--- src/rtl/div_unit.sv ---
// Iterative RV32M DIV/DIVU/REM/REMU unit: radix-2 restoring division, one quotient bit per cycle.
// Optional DIV_EARLY_OUT_EN resolves divide-by-zero and signed overflow at accept (1-cycle latency).
module div_unit #(
  parameter int XLEN = 32
) (
  input  logic            i_clk,
  input  logic            i_reset,
  input  logic            i_valid,
  input  logic [1:0]      i_op,
  input  logic [XLEN-1:0] i_rs1_data,
  input  logic [XLEN-1:0] i_rs2_data,
  input  logic [4:0]      i_rd_addr,
  input  logic            i_flush,
  output logic            o_ready,
  output logic            o_busy,
  output logic            o_valid,
  output logic [XLEN-1:0] o_result,
  output logic [4:0]      o_rd_addr
);

  localparam int CW = $clog2(XLEN + 1);
  localparam logic [1:0] S_IDLE = 2'd0;
  localparam logic [1:0] S_CALC = 2'd1;
  localparam logic [1:0] S_DONE = 2'd2;
  localparam logic [XLEN-1:0] MIN_NEG = {1'b1, {(XLEN-1){1'b0}}};

  logic [1:0]      r_state;
  logic [CW-1:0]   r_cnt;
  logic [XLEN-1:0] r_rem;
  logic [XLEN-1:0] r_quot;
  logic [XLEN-1:0] r_div;
  logic            r_is_rem;
  logic            r_neg;
  logic            r_ovf;

  logic            w_signed;
  logic            w_a_neg;
  logic            w_b_neg;
  logic            w_b_zero;
  logic            w_ovf;
  logic            w_neg_in;
  logic [XLEN-1:0] w_abs_a;
  logic [XLEN-1:0] w_abs_b;

  assign w_signed = ~i_op[0];
  assign w_a_neg  = w_signed & i_rs1_data[XLEN-1];
  assign w_b_neg  = w_signed & i_rs2_data[XLEN-1];
  assign w_b_zero = (i_rs2_data == '0);
  assign w_ovf    = w_signed & (i_rs1_data == MIN_NEG) & (i_rs2_data == '1);
  assign w_abs_a  = w_a_neg ? -i_rs1_data : i_rs1_data;
  assign w_abs_b  = w_b_neg ? -i_rs2_data : i_rs2_data;
  // Zero divisor leaves the all-ones quotient unsigned; remainder negation restores the dividend.
  assign w_neg_in = i_op[1] ? w_a_neg : ((w_a_neg ^ w_b_neg) & ~w_b_zero);

`ifdef DIV_EARLY_OUT_EN
  logic [XLEN-1:0] w_special;
  assign w_special = w_b_zero ? (i_op[1] ? i_rs1_data : '1)
                              : (i_op[1] ? '0 : MIN_NEG);
`endif

  logic [XLEN:0]   w_shift;
  logic [XLEN:0]   w_diff;
  logic            w_lt;
  logic [XLEN-1:0] w_rem_nx;
  logic [XLEN-1:0] w_quot_nx;
  logic [XLEN-1:0] w_raw;
  logic [XLEN-1:0] w_fin;

  assign w_shift   = {r_rem, r_quot[XLEN-1]};
  assign w_diff    = w_shift - {1'b0, r_div};
  assign w_lt      = w_diff[XLEN];
  assign w_rem_nx  = w_lt ? w_shift[XLEN-1:0] : w_diff[XLEN-1:0];
  assign w_quot_nx = {r_quot[XLEN-2:0], ~w_lt};
  assign w_raw     = r_is_rem ? w_rem_nx : w_quot_nx;
  assign w_fin     = r_ovf ? (r_is_rem ? '0 : MIN_NEG)
                           : (r_neg ? -w_raw : w_raw);

  assign o_ready = (r_state == S_IDLE);
  assign o_busy  = (r_state == S_CALC) || (r_state == S_DONE);

  always_ff @(posedge i_clk or posedge i_reset) begin
    if (i_reset) begin
      r_state   <= S_IDLE;
      r_cnt     <= '0;
      r_rem     <= '0;
      r_quot    <= '0;
      r_div     <= '0;
      r_is_rem  <= 1'b0;
      r_neg     <= 1'b0;
      r_ovf     <= 1'b0;
      o_valid   <= 1'b0;
      o_result  <= '0;
      o_rd_addr <= '0;
    end else begin
      o_valid <= 1'b0;
      if (i_flush) begin
        r_state <= S_IDLE;
        r_cnt   <= '0;
      end else begin
        case (r_state)
          S_IDLE: begin
            if (i_valid) begin
              o_rd_addr <= i_rd_addr;
              r_is_rem  <= i_op[1];
              r_neg     <= w_neg_in;
              r_ovf     <= w_ovf;
              r_div     <= w_abs_b;
              r_quot    <= w_abs_a;
              r_rem     <= '0;
              r_cnt     <= CW'(XLEN);
              r_state   <= S_CALC;
`ifdef DIV_EARLY_OUT_EN
              if (w_b_zero || w_ovf) begin
                o_result <= w_special;
                o_valid  <= 1'b1;
                r_cnt    <= '0;
                r_state  <= S_DONE;
              end
`endif
            end
          end
          S_CALC: begin
            r_rem  <= w_rem_nx;
            r_quot <= w_quot_nx;
            r_cnt  <= r_cnt - CW'(1);
            if (r_cnt == CW'(1)) begin
              o_result <= w_fin;
              o_valid  <= 1'b1;
              r_state  <= S_DONE;
            end
          end
          S_DONE:  r_state <= S_IDLE;
          default: r_state <= S_IDLE;
        endcase
      end
    end
  end

endmodule

--- config.mk ---
export PLATFORM = sky130hd
export DESIGN_NAME = div_unit
export DESIGN_NICKNAME = d
export VERILOG_FILES = /design/src/rtl/div_unit.sv
export SDC_FILE = /design/constraint.sdc
export NUM_CORES = 1
export LEC_CHECK = 0
export ABC_AREA = 0
export CAP_MARGIN = 20
export CELL_PAD_IN_SITES_DETAIL_PLACEMENT = 2
export CELL_PAD_IN_SITES_GLOBAL_PLACEMENT = 2
export CORE_ASPECT_RATIO = 1.75
export CORE_MARGIN = 8
export CORE_UTILIZATION = 34
export DETAILED_ROUTE_END_ITERATION = 10
export HOLD_SLACK_MARGIN = 0.02
export PLACE_DENSITY = 0.8
export SLEW_MARGIN = 10
export SYNTH_ARGS = -nofsm -noshare
export SYNTH_HDL_FRONTEND = slang
export SYNTH_SLANG_ARGS = --single-unit
--- constraint.sdc ---
create_clock -name i_clk -period 6.4 [get_ports i_clk]
set_clock_uncertainty 0.2 [all_clocks]
set_input_delay 0.64 -clock i_clk [delete_from_list [all_inputs] [get_ports i_clk]]
set_output_delay 0.64 -clock i_clk [all_outputs]
set_load 0.02 [all_outputs]
==> impl_metrics.json, run 1 <==
{
  "layout.cells.non_filler": 1889,
  "hold_violations": 0,
  "antenna_cells": 0,
  "hp-class": "register to register",
  "grt_max_degree": 96,
  "status": "completed",
  "vias_per_cell": 5.93,
  "antenna_found_initial": 0,
  "die_w_um": 152,
  "via_count": 11200,
  "start_kind": "register",
  "grt_pass1_wl_mm": 72.4,
  "grt_pass1_vias": 12600,
  "seq_area_frac_synth_pct": 32.8,
  "numPortBuffers": 114,
  "path_clk_slew_ns": 0.06,
  "synth.avg_cell_area_um2": 7.90,
  "synth.most_common_cell": "nand2_1",
  "grtUsageTotal_pct": 24.2,
  "cts_buffers": 17,
  "io_pins": 115,
  "yosys.cell_types.count": 82,
  "maxSlewViolCount": 0,
  "rows": 87,
  "syn_area_mm2": 0.0110,
  "drt_iter0_drc": 439,
  "setup_tns_ns": 0,
  "numClockSinks": 145,
  "synth_area_leaders": "dfrtp_1 (33%), o21ai_0 (7.3%), nand2_1 (6.5%), a21oi_1 (5.4%), xor2_1 (4.7%)",
  "power.leakage_nw": 5.50,
  "regArea_mm2": 0.00363,
  "area_growth_syn_to_layout_pct": 19.6,
  "core_area_mm2": 0.0321,
  "critPathMaxFanout": 12,
  "gp_congestion": 0.924,
  "grt_overflow": 0,
  "end_kind": "register",
  "post-cts-setup-buffers": 0,
  "synthTopCellsByCount": "nand2_1 (191), o21ai_0 (161), dfrtp_1 (145)",
  "synth_area_leader_cell": "dfrtp_1",
  "ys_warn_count": 0,
  "rsz0062_at_grt": "false",
  "p_per_area_mw_per_mm2": 645,
  "dr.pass1.iters": 5,
  "drcViolationCount": 0,
  "multi_input_area_mm2": 0.00693,
  "dp_cells": 1855,
  "die_h_um": 254,
  "synth_nets": 1515,
  "clkLatencyLatePin_ns": 0.45,
  "relSlewSlack_pct": 35.3,
  "ys_ff_latch": 145,
  "start_util_pct": 34.4,
  "max_cap_viol_count": 0,
  "post-route-min-period_ns": 5.84,
  "tightest_slew_ns": 0.971,
  "worstPathRequired_ns": 6.53,
  "finalCritPeriodShare_pct": 91.3,
  "n_fill_cell": 3671,
  "fmax_mhz": 171,
  "final_core_util_pct": 41.2,
  "dieArea_mm2": 0.0387,
  "whs_path_depth": 2,
  "crit_arrival_ns": 5.98,
  "yosysTopAreaCellShare_pct": 32.8,
  "dp_hpwl_mm": 36.6,
  "clockRootBuffer": "clkbuf_16",
  "vdd_drop_max_v": 0.000322,
  "async_reset_ff_share_pct": 100,
  "drive_gt1_share_pct": 6.51,
  "synth_ff_type": "dfrtp_1",
  "final_nets": 1594,
  "setup_viol": 0,
  "h-tree-depth": 4,
  "crit_type": "register to register",
  "cts_tree": "done",
  "detail-route-antenna-nets": 0,
  "wl_per_cell_um": 24.8,
  "reg2reg_depth": 21,
  "clock_path_buffers": 2,
  "synthCells": 1398,
  "routed_wl_mm": 46.8,
  "synth_edf_count": 0
}
==> cells by family after synthesis <==
| group | after synthesis | share of synthesized area [%] |
|---|---|---|
| simple gates | 479 | 20.1 |
| compound gates | 461 | 26.0 |
| flops | 145 | 32.8 |
| buf+inv | 131 | 4.61 |
| xor+xnor | 105 | 8.32 |
| fa+ha+maj | 42 | 4.82 |
| mux | 35 | 3.32 |
==> final timing paths <==
check                                   from           end  slack, ns
worst max-delay path              r_quot[31]  o_result[30]       0.56
worst min-delay path            o_result[28]  o_result[28]       0.28
worst max register to register    r_quot[31]  o_result[30]       0.56
worst min register to register  o_result[28]  o_result[28]       0.28
max in group asynchronous            i_reset   o_result[0]       4.14
min in group asynchronous            i_reset     r_div[22]       0.59
==> placed cells by master (no fill, tap or decap), types with 22 or more instances in the layout <==
master / synthesis / final
inv_1: 56 / 55
nand2_1: 191 / 191
clkdlybuf4s50_1: 0 / 114
o21ai_0: 161 / 161
nor3_1: 33 / 33
ha_1: 41 / 40
o31ai_1: 27 / 27
a21oi_1: 120 / 120
xnor2_1: 46 / 46
nor2_1: 118 / 117
mux2i_1: 22 / 22
dfrtp_1: 145 / 144
xor2_1: 59 / 59
==> through the flow <==
stage / cell area (um^2) / power [mW] / hold WS [ns] / setup slack, ns
after global placement: 12500 / 7.17 / 0.262 / 0.762
after detailed placement: 12500 / 7.37 / 0.274 / 0.587
after floorplan: 11000 / 5.23 / 0.249 / 1.09
final: 13200 / 8.52 / 0.280 / 0.558
after CTS: 13200 / 8.49 / 0.290 / 0.476
after global routing: 13200 / 9.01 / 0.306 / 0.0992
==> layout make-up <==
cell class | count | share of cell area (%)
well taps | 400 | 3.79
repair buffers | 135 | 10.1
multi-input cells | 1122 | 52.4
flip-flops and latches | 145 | 27.5
clock buffers | 21 | 3.64
inverters | 56 | 1.63
clock inverters | 10 | 0.937
==> critical path, stage by stage (launching register included) <==
cell and delay [ns]:
dfrtp_1 0.39, inv_1 0.11, ha_1 0.17, inv_1 0.05, fa_1 0.43, a211oi_1 0.32
o211ai_1 0.27, a211oi_2 0.42, nor3_4 0.16, or2_2 0.45, nand2_1 0.14, mux2i_1 0.25
nor2_1 0.06, a21oi_1 0.23, ha_1 0.23, inv_1 0.06, a311o_1 0.31, a2111oi_2 0.35
nand4_1 0.33, o41ai_2 0.45, xor2_1 0.11, a22o_1 0.21
==> registers in the layout (all words and copies together) (netlist names) <==
name and count:
r_is_rem 1, o_rd_addr 5, r_rem 32, o_result 32, o_valid 1, r_div 32
r_cnt 6, r_quot 32, r_neg 1, r_ovf 1, r_state 2
==> power by group <==
part           total [mW]  internal (mW)  switching, mW
clock                1.06          0.618          0.438
sequential           1.75           1.27          0.475
combinational        5.71           2.00           3.71
total                8.52           3.89           4.62
==> timing repair <==
action,CTS,global route
gates resized for setup,0,2
hold buffers,0,0
endpoints found under the setup margin,0,1
==> metal layers <==
| layer | vias to the layer above | global-route usage [%] | routed length [um] |
|---|---|---|---|
| li1 | 5168 | - | - |
| met1 | 5683 | 24.1 | 17300 |
| met2 | 238 | 46.2 | 25100 |
| met3 | 119 | 3.27 | 1260 |
| met4 | 0 | 16.3 | 3120 |
| met5 | - | 0 | 0 |
Note: power is estimated with default switching activity, not from simulation.
==> run 2: changes to the inputs <==
--- a/config.mk
+++ b/config.mk
@@ -14,7 +14,7 @@
 export CORE_UTILIZATION = 34
 export DETAILED_ROUTE_END_ITERATION = 10
 export HOLD_SLACK_MARGIN = 0.02
-export PLACE_DENSITY = 0.8
+export PLACE_DENSITY = 0.89
 export SLEW_MARGIN = 10
 export SYNTH_ARGS = -nofsm -noshare
 export SYNTH_HDL_FRONTEND = slang
==> run 2 against run 1 <==
Global-route usage up 1.7 points. Sequential share of layout area up 0.16 points. Critical path depth up 1. Non-clock buffer count down 3. Highest routed layer unchanged. Flip-flop and latch count unchanged. First-iteration DRC count up 35%. Total power up 1.5%. Sequential power about the same. Combinational power up 3%. Routed wire length up 7.1%. Register-to-register slack worse by 0.26 ns. Largest cell class unchanged.
==> impl_metrics.json, run 2 (synthesis gave the netlist of run 1 again) <==
{
  "setup_tns_ns": 0,
  "final_nets": 1591,
  "worstSetupStartpoint": "r_quot[31]",
  "grt_pass1_vias": 13100,
  "crit_type": "register to register",
  "met1_usage_pct": 25.1,
  "p_seq_share_pct": 20.3,
  "start_kind": "register",
  "dp_hpwl_mm": 38.1,
  "max_cap_viol_count": 0,
  "drcViolationCount": 0,
  "maxSlewViolCount": 0,
  "cts_tree": "done",
  "multi_input_area_mm2": 0.00693,
  "vdd_drop_max_v": 0.000270,
  "routed_wl_mm": 50.1,
  "hold_violations": 0,
  "grtUsageTotal_pct": 25.8,
  "rsz0062_at_grt": "false",
  "internal_power_mw": 3.76,
  "met3_usage_pct": 4.44,
  "detail-route-antenna-nets": 0,
  "swShare_pct": 56.5,
  "critPathMaxFanout": 12,
  "worstPathRequired_ns": 6.55,
  "hp-class": "register to register",
  "p_per_area_mw_per_mm2": 658,
  "clockRootBuffer": "clkbuf_16",
  "hold_start": "r_div[15]",
  "drive_gt1_share_pct": 6.46,
  "relSlewSlack_pct": 27.1,
  "die_h_um": 254,
  "start_util_pct": 34.4,
  "core_area_mm2": 0.0321,
  "mostFrequentLayoutCell": "nand2_1",
  "n_fill_cell": 3555,
  "gp_congestion": 0.936,
  "reg2reg_slack_ns": 0.30,
  "met2_usage_pct": 48.0,
  "setup_viol": 0,
  "via_count": 11500,
  "dpl-instance-area_mm2": 0.0125,
  "dr.pass1.iters": 5,
  "grt_pass1_wl_mm": 77.2,
  "grt_overflow": 0,
  "h-tree-depth": 4,
  "end_kind": "register",
  "antenna_found_initial": 0,
  "holdBufCountCts": 0,
  "vias_per_cell": 6.11,
  "cts_buffers": 17,
  "path_clk_slew_ns": 0.07,
  "reg2reg_to": "o_result[30]",
  "reg2reg_depth": 22,
  "clkLatencyLatePin_ns": 0.47,
  "io_pins": 115,
  "die_w_um": 152,
  "fmax_mhz": 164,
  "drt_iter0_drc": 592,
  "crit_path_end": "o_result[30]",
  "power_frac_comb_pct": 68.1,
  "clock_path_buffers": 2,
  "numPortBuffers": 114,
  "r2r_start": "r_quot[31]",
  "rows": 87,
  "post-route-min-period_ns": 6.10,
  "wl_per_cell_um": 26.5,
  "final_cell_mix": "nand2_1 (191), o21ai_0 (161), dfrtp_1 (144)",
  "crit_arrival_ns": 6.26,
  "design_area_mm2": 0.0131,
  "grt-busiest-layer": "met2",
  "antenna_cells": 0,
  "status": "completed",
  "power.leakage_nw": 5.46,
  "p_clk_share_pct": 11.6,
  "tightest_slew_ns": 1.09,
  "power.switching_mw": 4.88,
  "regArea_mm2": 0.00363,
  "area_growth_syn_to_layout_pct": 18.9,
  "finalCritPeriodShare_pct": 95.4,
  "grt_max_degree": 75,
  "dieArea_mm2": 0.0387,
  "numClockSinks": 145
}
run 2: cell count changes in the layout (fill, tap and decap cells not counted), moves of 2 or more:
cell	before	now
inv_8	0	4
bufinv_16	2	0
inv_6	4	6
clkbuf_8	4	0
run 2: worst min-delay path by stage:
stage / depth (start not counted) / end / slack [ns]
final: 2 / r_div[15] / 0.28
after global routing: 2 / r_div[13] / 0.32
after CTS: 2 / r_div[15] / 0.29
after detailed placement: 2 / r_div[15] / 0.27
after global placement: 2 / r_div[28] / 0.26
after floorplan: 2 / r_div[31] / 0.25
run 2: power by group through the flow:
| stage | Clock, mW | Combinational [mW] | Sequential (mW) |
|---|---|---|---|
| 3_3_place_gp | 0 | 5.43 | 1.72 |
| 3_5_place_dp | 0 | 5.64 | 1.75 |
| 6_report | 1.00 | 5.89 | 1.75 |
| 2_1_floorplan | 0 | 3.63 | 1.60 |
| 4_1_cts | 1.02 | 5.73 | 1.75 |
| 5_1_grt | 1.05 | 6.29 | 1.78 |
run 2: what timing repair did:
item,4_1_cts,5_1_grt
buffers inserted,0,1
resized for setup,0,3
setup endpoints to repair,0,3
run 2: stage by stage:
step / total power, mW / setup slack, ns / cells / hold slack, ns / util [%]
after floorplan: 5.23 / 1.09 / 1398 / 0.249 / -
after global placement: 7.14 / 0.823 / 1853 / 0.262 / 39.0
after detailed placement: 7.39 / 0.438 / 1853 / 0.271 / 39.0
after CTS: 8.50 / 0.288 / 1885 / 0.286 / 40.8
after global routing: 9.12 / 0.0349 / 1887 / 0.317 / 40.9
final: 8.64 / 0.296 / 1887 / 0.277 / 40.9
run 2: final cells by class:
type | count | share of cell area, %
Clock buffer | 17 | 3.24
Sequential cell | 145 | 27.6
Inverter | 56 | 1.64
Timing Repair Buffer | 132 | 9.87
Clock inverter | 15 | 1.08
Multi-Input combinational cell | 1122 | 52.7
Tap cell | 400 | 3.81
run 2: critical path, cell delays in order, from the launching register on:
cell,delay [ns]
dfrtp_1,0.41
inv_1,0.16
ha_1,0.21
inv_1,0.06
fa_1,0.44
a211oi_1,0.33
o211ai_1,0.26
a211oi_2,0.28
buf_4,0.16
nor3_4,0.09
or2_2,0.47
nand2_1,0.14
mux2i_1,0.28
nor2_1,0.07
a21oi_1,0.19
ha_1,0.22
inv_1,0.06
a311o_1,0.31
a2111oi_2,0.47
nand4_1,0.36
o41ai_2,0.47
xor2_1,0.12
a22o_1,0.22
run 2: per-layer routing:
layer,part of all wire (%),vias to the layer above
met5,0,-
met4,8.2,0
met3,3.7,205
met2,52,352
met1,36,5802
li1,-,5175
==> run 3: changes to the inputs <==
--- a/config.mk
+++ b/config.mk
@@ -10,7 +10,7 @@
 export CELL_PAD_IN_SITES_DETAIL_PLACEMENT = 2
 export CELL_PAD_IN_SITES_GLOBAL_PLACEMENT = 2
 export CORE_ASPECT_RATIO = 1.75
-export CORE_MARGIN = 8
+export CORE_MARGIN = 2
 export CORE_UTILIZATION = 34
 export DETAILED_ROUTE_END_ITERATION = 10
 export HOLD_SLACK_MARGIN = 0.02
==> run 3 against run 2 <==
Non-clock buffer count is the same. Routed wire length grew 1.3%. Final cell count unchanged. Design area increased by 0.30%. Count of clock-buffer cells in the layout is 1 higher. Total power increased by 1.9%. Flip-flop and latch count unchanged. Via count grew 1.6%. Fmax rose by 0.18%. Critical path type unchanged. Highest routed layer unchanged.
==> impl_metrics.json, run 3 (synthesis gave the netlist of run 1 again) <==
{
  "status": "completed",
  "wl_per_cell_um": 26.9,
  "end_kind": "register",
  "clock_path_buffers": 2,
  "clkLatencyLatePin_ns": 0.46,
  "worstPathRequired_ns": 6.55,
  "worst_slack_ns": 0.306,
  "vdd_drop_max_v": 0.000273,
  "cp_slowest_stage_delay_ns": 0.46,
  "die_w_um": 140,
  "holdBufCountCts": 0,
  "grt_overflow": 0,
  "power.switching_mw": 4.97,
  "final_cell_mix": "nand2_1 (191), o21ai_0 (161), dfrtp_1 (144)",
  "critPathMaxFanout": 12,
  "preCtsSetupSlack_ns": 0.667,
  "grt_pass1_vias": 13000,
  "reg2reg_depth": 22,
  "hp-class": "register to register",
  "regArea_mm2": 0.00363,
  "crit_type": "register to register",
  "whs_endpoint": "o_result[3]",
  "fmax_mhz": 164,
  "crit_arrival_ns": 6.24,
  "dp_hpwl_mm": 36.9,
  "hold_violations": 0,
  "crit_slowest_cell": "or2_2",
  "routed_wl_mm": 50.7,
  "layout.cells.non_filler": 1887,
  "n_fill_cell": 3575,
  "rows": 87,
  "reg2reg_to": "o_result[30]",
  "crit_top_cell": "inv_1",
  "core_area_mm2": 0.0321,
  "vias_per_cell": 6.21,
  "r2r_start": "r_quot[31]",
  "cts_buffers": 17,
  "power.leakage_nw": 5.48,
  "path_cells": "inv_1 -> ha_1 -> inv_1 -> fa_1 -> a211oi_1 -> o211ai_1 -> a211oi_2 -> buf_4 -> nor3_4 -> or2_2 -> nand2_1 -> mux2i_1 -> nor2_1 -> a21oi_1 -> ha_1 -> inv_1 -> a311o_1 -> a2111oi_2 -> nand4_1 -> o41ai_2 -> xor2_1 -> a22o_1",
  "numClockSinks": 145,
  "drcViolationCount": 0,
  "final_nets": 1591,
  "drive_gt1_share_pct": 6.39,
  "hold_start": "o_result[3]",
  "area_growth_syn_to_layout_pct": 19.3,
  "h-tree-depth": 4,
  "max_cap_viol_count": 0,
  "whs_path_depth": 2,
  "reg2reg_slack_ns": 0.31,
  "via_count": 11700,
  "grt_max_degree": 78,
  "finalCritPeriodShare_pct": 95.2,
  "post-route-min-period_ns": 6.09,
  "grt_pass1_wl_mm": 77.1,
  "antenna_found_initial": 0,
  "swShare_pct": 56.4,
  "internal_power_mw": 3.84,
  "relSlewSlack_pct": 32.9,
  "dieArea_mm2": 0.0340,
  "drt_iter0_drc": 711,
  "mostFrequentLayoutCell": "nand2_1",
  "setup_viol": 0,
  "cts_tree": "done",
  "antenna_cells": 0,
  "dp_cells": 1851,
  "tightest_slew_ns": 1.01,
  "numPortBuffers": 114,
  "worstSetupStartpoint": "r_quot[31]",
  "path_clk_slew_ns": 0.07,
  "gp_congestion": 0.962,
  "p_clk_share_pct": 11.9,
  "dr.pass1.iters": 5,
  "p_seq_share_pct": 20.3,
  "detail-route-antenna-nets": 0,
  "io_pins": 115,
  "start_kind": "register",
  "clockRootBuffer": "clkbuf_16",
  "grtUsageTotal_pct": 29.6,
  "multi_input_area_mm2": 0.00693,
  "final_core_util_pct": 41.0,
  "start_util_pct": 34.4,
  "power_frac_comb_pct": 67.8,
  "maxSlewViolCount": 0,
  "p_per_area_mw_per_mm2": 668,
  "die_h_um": 242
}
==> run 3: worst max-delay path by stage <==
stage	endpoint
6_report	o_result[30]
5_1_grt	o_result[30]
4_1_cts	o_result[30]
3_5_place_dp	o_result[30]
3_3_place_gp	o_result[30]
2_1_floorplan	o_result[30]
==> run 3: final cells by class <==
cell class	count	area share [%]
well taps	400	3.80
multi-input cells	1122	52.6
clock buffers	18	3.33
inverters	56	1.63
flip-flops and latches	145	27.5
repair buffers	132	9.97
clock inverters	14	1.15
==> run 3: through the flow <==
step | setup TNS (ns) | hold WS (ns) | instance area [um^2] | power [mW]
after CTS | 0 | 0.289 | 13100 | 8.59
after detailed placement | 0 | 0.274 | 12500 | 7.37
after global placement | 0 | 0.264 | 12500 | 7.10
after floorplan | 0 | 0.249 | 11000 | 5.23
after global routing | -0.0232 | 0.315 | 13200 | 9.24
final | 0 | 0.285 | 13200 | 8.81
==> run 3: metal layers <==
layer	global-route usage (%)	share of wire (%)	vias to the layer above
li1	-	-	5163
met1	30.8	36	5963
met2	53.2	52	395
met3	3.54	3.5	193
met4	23.4	8.5	0
met5	0	0	-
==> run 3: power groups by stage <==
stage | sequential, mW | clock [mW] | combinational, mW
CTS | 1.77 | 1.07 | 5.76
global placement | 1.73 | 0 | 5.37
floorplan | 1.60 | 0 | 3.63
detailed placement | 1.77 | 0 | 5.61
global route | 1.81 | 1.09 | 6.34
finish | 1.79 | 1.05 | 5.97
==> run 3: worst max-delay path: cells and delay by family (launching register included) <==
family          cells  cell delay (ns)
compound gates      8             2.58
simple gates        5             1.10
fa+ha+maj           3             0.87
buf+inv             4             0.45
flops               1             0.41
mux                 1             0.26
xor+xnor            1             0.11
==> run 3: timing repair <==
item	CTS	global route
gates resized for setup	0	2
setup buffers	0	1
hold endpoints to repair	0	0
endpoints found under the setup margin	0	3
